==> src/rtl/mer_pkg.sv <==
// ---------------------------------------------------------------------------
// mer_pkg
// Shared definitions for the modulation-error-rate monitor and the 4-ASK
// slicer. It holds the 4-ASK decision levels, the slicer threshold, the
// datapath widths and the monitor FSM state type.
// The slicer is reused by the receiver team, so the level constants live
// here rather than inside either module.
// ---------------------------------------------------------------------------
package mer_pkg;

  // Symbol sample width (signed 1s17).
  localparam int DATA_W = 18;

  // The error is one bit wider than a sample, so rx - decision cannot wrap.
  localparam int ERR_W = 19;

  // The squared error is exact in 36 bits (2s34).
  localparam int SQ_W = 36;

  // Depth of the reference delay line. The flush phase also waits this many
  // symbols.
  localparam int DLY_DEPTH = 16;

  // 4-ASK decision levels in 1s17.
  localparam logic signed [DATA_W-1:0] LVL_POS_HI = 18'sd98304;
  localparam logic signed [DATA_W-1:0] LVL_POS_LO = 18'sd32768;
  localparam logic signed [DATA_W-1:0] LVL_NEG_LO = -18'sd32768;
  localparam logic signed [DATA_W-1:0] LVL_NEG_HI = -18'sd98304;

  // Decision thresholds. The inner threshold sits at zero.
  localparam logic signed [DATA_W-1:0] THRESH     = 18'sd65536;
  localparam logic signed [DATA_W-1:0] NEG_THRESH = -18'sd65536;

  // Monitor FSM states.
  typedef enum logic [1:0] {
    FLUSH = 2'd0,
    ACCUM = 2'd1,
    DUMP  = 2'd2
  } state_t;

endpackage

==> src/rtl/slicer_4ask.sv <==
// ---------------------------------------------------------------------------
// slicer_4ask
// Combinational hard-decision slicer for 4-ASK symbols in signed 1s17.
// The decision regions are:
//   rx >= 65536            -> +98304
//   0 <= rx <= 65535       -> +32768
//   -65536 <= rx <= -1     -> -32768
//   rx < -65536            -> -98304
// Ports:
//   i_rx   in  18  signed received sample
//   o_dec  out 18  signed decided level
// ---------------------------------------------------------------------------
module slicer_4ask
  import mer_pkg::*;
(
  input  logic signed [DATA_W-1:0] i_rx,
  output logic signed [DATA_W-1:0] o_dec
);

  // Ordered compare chain.
  // The boundary values 65536 and -65536 fall in the regions listed above.
  always_comb begin
    o_dec = LVL_NEG_HI;
    if (i_rx >= THRESH) begin
      o_dec = LVL_POS_HI;
    end else if (i_rx >= 18'sd0) begin
      o_dec = LVL_POS_LO;
    end else if (i_rx >= NEG_THRESH) begin
      o_dec = LVL_NEG_LO;
    end
  end

endmodule

==> src/rtl/mer_monitor.sv <==
// ---------------------------------------------------------------------------
// mer_monitor
// Measures mean squared error and symbol decision errors of a 4-ASK
// receiver output. The monitor compares the receiver output against a
// delayed copy of the transmitted reference. Each measurement window is
// 2^LOG2_WIN symbols long, and windows run back to back.
// Ports:
//   clk          in   1            system clock
//   reset        in   1            async active-high reset
//   sym_clk      in   1            symbol-rate enable (one clk wide)
//   clear_accum  in   1            synchronous restart of the measurement
//   delay_sel    in   4            reference delay tap select (tap = value+1)
//   ref_sym      in   18           signed 1s17 transmitted symbol
//   rx_in        in   18           signed 1s17 receiver output
//   dec_out      out  18           signed 1s17 slicer decision
//   mean_err_sq  out  36           unsigned mean squared error (2s34)
//   sym_err_cnt  out  LOG2_WIN+1   decision errors in the last window
//   meas_valid   out  1            one-clk pulse while new results present
// ---------------------------------------------------------------------------
module mer_monitor
  import mer_pkg::*;
#(
  parameter int LOG2_WIN = 14
) (
  input  logic                     clk,
  input  logic                     reset,
  input  logic                     sym_clk,
  input  logic                     clear_accum,
  input  logic [3:0]               delay_sel,
  input  logic signed [DATA_W-1:0] ref_sym,
  input  logic signed [DATA_W-1:0] rx_in,
  output logic signed [DATA_W-1:0] dec_out,
  output logic [SQ_W-1:0]          mean_err_sq,
  output logic [LOG2_WIN:0]        sym_err_cnt,
  output logic                     meas_valid
);

  // The accumulator is wide enough to sum a full window of worst-case
  // squared errors, so it needs no saturation logic.
  localparam int ACC_W = SQ_W + LOG2_WIN;
  localparam int CNT_W = LOG2_WIN + 1;
  localparam logic [3:0] FLUSH_LAST = 4'(DLY_DEPTH - 1);

  state_t                     r_state;
  logic signed [DATA_W-1:0]   r_rx;
  logic signed [DATA_W-1:0]   r_dly [DLY_DEPTH];
  logic signed [DATA_W-1:0]   r_dec;
  logic [3:0]                 r_flushCnt;
  logic [ACC_W-1:0]           r_acc;
  logic [CNT_W-1:0]           r_errCnt;
  logic [LOG2_WIN-1:0]        r_symCnt;
  logic [SQ_W-1:0]            r_mean;
  logic [CNT_W-1:0]           r_symErr;
  logic                       r_valid;

  logic signed [DATA_W-1:0]   w_dec;
  logic signed [DATA_W-1:0]   w_refD;
  logic signed [ERR_W-1:0]    w_err;
  logic signed [SQ_W-1:0]     w_errExt;
  logic [SQ_W-1:0]            w_errSq;
  logic                       w_symErr;
  logic [ACC_W-1:0]           w_accNext;
  logic [CNT_W-1:0]           w_errCntNext;
  logic                       w_lastSym;

  slicer_4ask u_slicer (
    .i_rx  (r_rx),
    .o_dec (w_dec)
  );

  // Both operands are sign-extended before the subtraction, so the 19-bit
  // error is exact. The 36-bit square of a 19-bit value is also exact.
  assign w_err        = ERR_W'(r_rx) - ERR_W'(w_dec);
  assign w_errExt     = SQ_W'(w_err);
  assign w_errSq      = $unsigned(w_errExt * w_errExt);

  // r_dly[k] holds the reference from k+1 symbols ago.
  assign w_refD       = r_dly[delay_sel];
  assign w_symErr     = (w_dec != w_refD);
  assign w_accNext    = r_acc + ACC_W'(w_errSq);
  assign w_errCntNext = r_errCnt + CNT_W'(w_symErr);
  assign w_lastSym    = (r_symCnt == {LOG2_WIN{1'b1}});

  // Sample pipeline: the received sample, the reference delay line and the
  // registered decision. All of them advance only on symbol enables.
  always_ff @(posedge clk or posedge reset) begin
    if (reset) begin
      r_rx  <= '0;
      r_dec <= '0;
      for (int i = 0; i < DLY_DEPTH; i++) begin
        r_dly[i] <= '0;
      end
    end else if (sym_clk) begin
      r_rx     <= rx_in;
      r_dec    <= w_dec;
      r_dly[0] <= ref_sym;
      for (int i = 1; i < DLY_DEPTH; i++) begin
        r_dly[i] <= r_dly[i-1];
      end
    end
  end

  // Measurement FSM.
  // The window's final symbol is folded into the results on the same edge
  // that enters DUMP. That way mean_err_sq and sym_err_cnt are already
  // valid during the one clk in which meas_valid is high. DUMP can never
  // coincide with a symbol enable, because enables are at least two clks
  // apart. clear_accum takes priority over everything, including the final
  // symbol of a window.
  always_ff @(posedge clk or posedge reset) begin
    if (reset) begin
      r_state    <= FLUSH;
      r_flushCnt <= '0;
      r_acc      <= '0;
      r_errCnt   <= '0;
      r_symCnt   <= '0;
      r_mean     <= '0;
      r_symErr   <= '0;
      r_valid    <= 1'b0;
    end else begin
      r_valid <= 1'b0;
      if (clear_accum) begin
        r_state    <= FLUSH;
        r_flushCnt <= '0;
        r_acc      <= '0;
        r_errCnt   <= '0;
        r_symCnt   <= '0;
      end else begin
        case (r_state)
          FLUSH: begin
            if (sym_clk) begin
              if (r_flushCnt == FLUSH_LAST) begin
                r_state    <= ACCUM;
                r_flushCnt <= '0;
                r_acc      <= '0;
                r_errCnt   <= '0;
                r_symCnt   <= '0;
              end else begin
                r_flushCnt <= r_flushCnt + 4'd1;
              end
            end
          end
          ACCUM: begin
            if (sym_clk) begin
              if (w_lastSym) begin
                r_mean   <= w_accNext[ACC_W-1:LOG2_WIN];
                r_symErr <= w_errCntNext;
                r_valid  <= 1'b1;
                r_state  <= DUMP;
                r_acc    <= '0;
                r_errCnt <= '0;
                r_symCnt <= '0;
              end else begin
                r_acc    <= w_accNext;
                r_errCnt <= w_errCntNext;
                r_symCnt <= r_symCnt + 1'b1;
              end
            end
          end
          DUMP: begin
            r_state  <= ACCUM;
            r_acc    <= '0;
            r_errCnt <= '0;
            r_symCnt <= '0;
          end
          default: begin
            r_state <= FLUSH;
          end
        endcase
      end
    end
  end

  assign dec_out     = r_dec;
  assign mean_err_sq = r_mean;
  assign sym_err_cnt = r_symErr;
  assign meas_valid  = r_valid;

endmodule

==> config.mk <==
export PLATFORM = sky130hd
export DESIGN_NAME = mer_monitor
export DESIGN_NICKNAME = d
export VERILOG_FILES = /design/src/rtl/mer_pkg.sv /design/src/rtl/slicer_4ask.sv /design/src/rtl/mer_monitor.sv
export SDC_FILE = /design/constraint.sdc
export NUM_CORES = 2
export LEC_CHECK = 0
export BUFFER_PORTS_ARGS = -buffer_cell sky130_fd_sc_hd__buf_2
export CORE_MARGIN = 3
export CORE_UTILIZATION = 34
export CTS_CLUSTER_DIAMETER = 100
export CTS_CLUSTER_SIZE = 16
export DETAILED_ROUTE_END_ITERATION = 10
export HOLD_SLACK_MARGIN = 0.15
export PLACE_DENSITY = 0.55
export SLEW_MARGIN = 20
export SYNTH_ARGS = -nofsm -noshare
export SYNTH_HDL_FRONTEND = slang
export SYNTH_HIERARCHICAL = 1
export SYNTH_SLANG_ARGS = --single-unit
export TNS_END_PERCENT = 20
==> constraint.sdc <==
create_clock -name clk -period 34 [get_ports clk]
set_input_delay 5.1 -clock clk [delete_from_list [all_inputs] [get_ports clk]]
set_output_delay 5.1 -clock clk [all_outputs]
set_load 0.005 [all_outputs]
==> implementation parameters <==
Parameter                              Value

Finish
  Ratio of cells with drive above 1 in the final layout ... 21.0%
  Area growth from synthesis to final layout ... 8.65%
  Commonest cells after routing, fill and taps aside ... sky130_fd_sc_hd__dfrtp_1, sky130_fd_sc_hd__inv_1, sky130_fd_sc_hd__mux2_2
  Most common cell after layout, fill and taps aside ... sky130_fd_sc_hd__dfrtp_1
  Antenna diodes ... 0
  Post-layout nets ... 3625

Floorplanning
  Boundary pin count ... roughly 110
  Placement Rows ... 115
  Area of the die ... 105000 um2
  Core ar. ... 99300 um2
  Die height ... 324 um
  Initial core utilization ... 34.6%
  Die width ... 324 um

Clocking
  Number of buffers inserted by post-CTS setup repair ... 0
  Hold buffer count at cts ... 0
  CTS H-Tree Depth ... 2
  Insertion delay of the later-clocked pin in the worst-skew pair ... 0.58 ns
  Total clock buffers created by CTS ... 37
  Post-CTS clock slew at the launch and capture registers of the worst setup and hold paths ... about 0.08 ns
  Count of instances resized after the clock tree is built ... 0
  Buffer cell driving the clock tree root ... sky130_fd_sc_hd__clkbuf_16
  CTS tree ... built
  Clock net sink count ... about 460
  Clock buffer depth ... 3

Synth
  Post-synthesis sequential element count ... 461
  Number of enable flip-flop cells after synthesis ... 0
  Instance count of the mapped netlist ... 3032
  Synthesized cell area ... 34400 um2
  Total number of yosys warnings ... 6
  Area share of the largest cell type after synthesis ... 33.6%
  Syn avg cell area ... 11.3 um2
  Post-synth cell types ... 79
  Flip-flop cell with the highest count after synthesis ... sky130_fd_sc_hd__dfrtp_1
  Fraction of registers with async set or reset after synthesis ... 100%
  Sequential element share of the synthesized area ... 33.6%
  Dominant cell type by area after synthesis ... sky130_fd_sc_hd__dfrtp_1
  Ranking of synthesized cells by area ... sky130_fd_sc_hd__dfrtp_1, sky130_fd_sc_hd__fa_1, sky130_fd_sc_hd__mux2_2

Critical path
  Highest net fanout along the worst path ... 12
  Worst endpoint data arrival time ... 12.16 ns
  Crit path launch type ... flip-flop
  Maximum cell stage delay along the critical path ... 0.73 ns
  Most repeated library cell on the critical path ... sky130_fd_sc_hd__fa_1
  Required time reported for the critical path endpoint ... approximately 35 ns
  Cell with the largest stage delay on the worst path ... sky130_fd_sc_hd__xnor2_1
  Worst setup EP type ... flip-flop
  Type of the worst setup path ... reg2reg

Drt
  Final wirelength ... 78200 um
  Routed via count divided by cell count ... between 4 and 5
  Final antenna-violating net count ... 0
  Detailed router's first-iteration violation count ... 1297
  Drc violations ... 0
  Wirelength per Cell ... 17.8 um
  Total via count in the routed design ... around 22000
  DRT Pass-1 Iters ... 5

GRT
  Number of global-route vias before repair ... 22671
  First-pass GRT wire length ... between 100000 and 150000 um
  Maximum number of pins on one net before global-route repair ... 175
  GRT overflow ... 0
  Overall global routing resource usage ... approximately 15%
  Number of antenna violations at the first check in global routing ... 0

STA
  Final-report hold violation count ... 0
  FMAX ... ~86 MHz
  Slew Limit Fails ... 0
  Clk_skew ... 0.0206 ns
  Minimum period implied by the final worst setup slack ... 11.65 ns
  Fraction of the cycle the final worst path needs ... 34.3%
  Total setup violations reported at the end of the flow ... 0
  Worst Max-Slew Pin Slew ... between 1 and 1.5 ns
  Max_slew headroom ... 32.7%
  Final sum of negative setup slack ... 0 ns
  Setup repair after global routing missed its margin ... false

Status
  Outcome ... complete, no violations

Placed design
  Port-buffer cells ... 113
  Final weighted congestion of routability-driven global placement ... 0.832
  HPWL after DPL ... 58200 um

Flow run
  Number of max-cap violations ... 0

Hold path
  Kind of path behind the tightest hold check ... reg2reg
[per-layer routing]
layer  wire length [um]  track usage [%]
met1              37800             22.4
met2              36300             24.6
met3               2900             2.16
met4               1120             2.81
met5                  0                0
[through the flow]
| step | util [%] | std cells | hold slack (ns) | worst slack (ns) | area, um2 |
|---|---|---|---|---|---|
| 6_report | 37.6 | 4384 | 0.474 | 22.35 | 37300 |
| 3_5_place_dp | 36.5 | 4338 | 0.459 | 22.39 | 36300 |
| 4_1_cts | 37.6 | 4384 | 0.478 | 22.37 | 37300 |
| 5_1_grt | 37.6 | 4384 | 0.507 | 21.55 | 37300 |
| 2_1_floorplan | - | 3046 | 0.455 | 16.05 | 34400 |
| 3_3_place_gp | 36.5 | 4338 | 0.457 | 22.54 | 36300 |
[layout make-up]
cell class	instances	area, um2
Timing Repair Buffer	144	842
Tap cell	1287	1610
Clock buffer	37	926
Fill cell	9749	62000
Sequential cell	461	11500
Multi-Input combinational cell	2007	20600
Inverter	439	1660
Clock inverter	9	125
[final timing paths]
check	start	to	slack, ns	cells after the start
worst max-delay path	r_rx[1]$_DFFE_PP0P_	mean_err_sq[26]$_DFFE_PP0P_	22.35	38
worst min-delay path	mean_err_sq[0]$_DFFE_PP0P_	mean_err_sq[0]$_DFFE_PP0P_	0.47	2
worst max register to register	r_rx[1]$_DFFE_PP0P_	mean_err_sq[26]$_DFFE_PP0P_	22.35	38
worst min register to register	mean_err_sq[0]$_DFFE_PP0P_	mean_err_sq[0]$_DFFE_PP0P_	0.47	2
max in group asynchronous	reset	r_dly[103]$_DFFE_PP0P_	27.08	4
min in group asynchronous	reset	r_dly[147]$_DFFE_PP0P_	4.63	2
[synthesized netlist by cell type (13+ instances only)]
cell,n
sky130_fd_sc_hd__nor2_1,145
sky130_fd_sc_hd__and3_1,27
sky130_fd_sc_hd__nand3_1,36
sky130_fd_sc_hd__ha_1,169
sky130_fd_sc_hd__inv_1,434
sky130_fd_sc_hd__buf_1,18
sky130_fd_sc_hd__fa_1,322
sky130_fd_sc_hd__o21ai_0,107
sky130_fd_sc_hd__a21oi_1,72
sky130_fd_sc_hd__xnor2_1,112
sky130_fd_sc_hd__a31oi_1,21
sky130_fd_sc_hd__buf_4,19
sky130_fd_sc_hd__nor2b_1,13
sky130_fd_sc_hd__dfrtp_1,461
sky130_fd_sc_hd__mux4_2,90
sky130_fd_sc_hd__a21o_1,37
sky130_fd_sc_hd__clkbuf_1,89
sky130_fd_sc_hd__mux2_2,332
sky130_fd_sc_hd__nand2_1,264
sky130_fd_sc_hd__a22o_1,30
sky130_fd_sc_hd__xor2_1,31
sky130_fd_sc_hd__and2_1,14
[kinds of logic (layout without fill, tap and decap cells)]
group / after synthesis / count (layout) / synth area share [%]
buf+inv: 578 / 629 / 6.62
simple gates: 574 / 574 / 7.48
fa+ha+maj: 491 / 491 / 24.9
flops: 461 / 461 / 33.6
mux: 423 / 423 / 16.8
compound gates: 358 / 358 / 6.83
xor+xnor: 145 / 145 / 3.74
other cells: 2 / 16 / 0.0219
[sequential cells by signal (all words and copies together) (netlist names)]
register	cells
r_rx	18
meas_valid	1
dec_out	18
r_errCnt	15
sym_err_cnt	15
r_flushCnt	4
r_symCnt	14
r_dly	288
r_acc	50
r_state	2
mean_err_sq	36
[critical path, delay by kind of cell, from the launching register on]
family / cells / cell delay, ns
adders and majority gates: 10 / 4.17
and+or+nand+nor: 7 / 1.30
buffers and inverters: 5 / 0.77
xor gates and xnor gates: 2 / 0.90
AOI/OAI and AO/OA: 14 / 3.98
DFF: 1 / 0.41
Power is left out: the tool's default activity adds up to more than one toggle a clock period on the data nets, which glitch-free logic cannot reach.
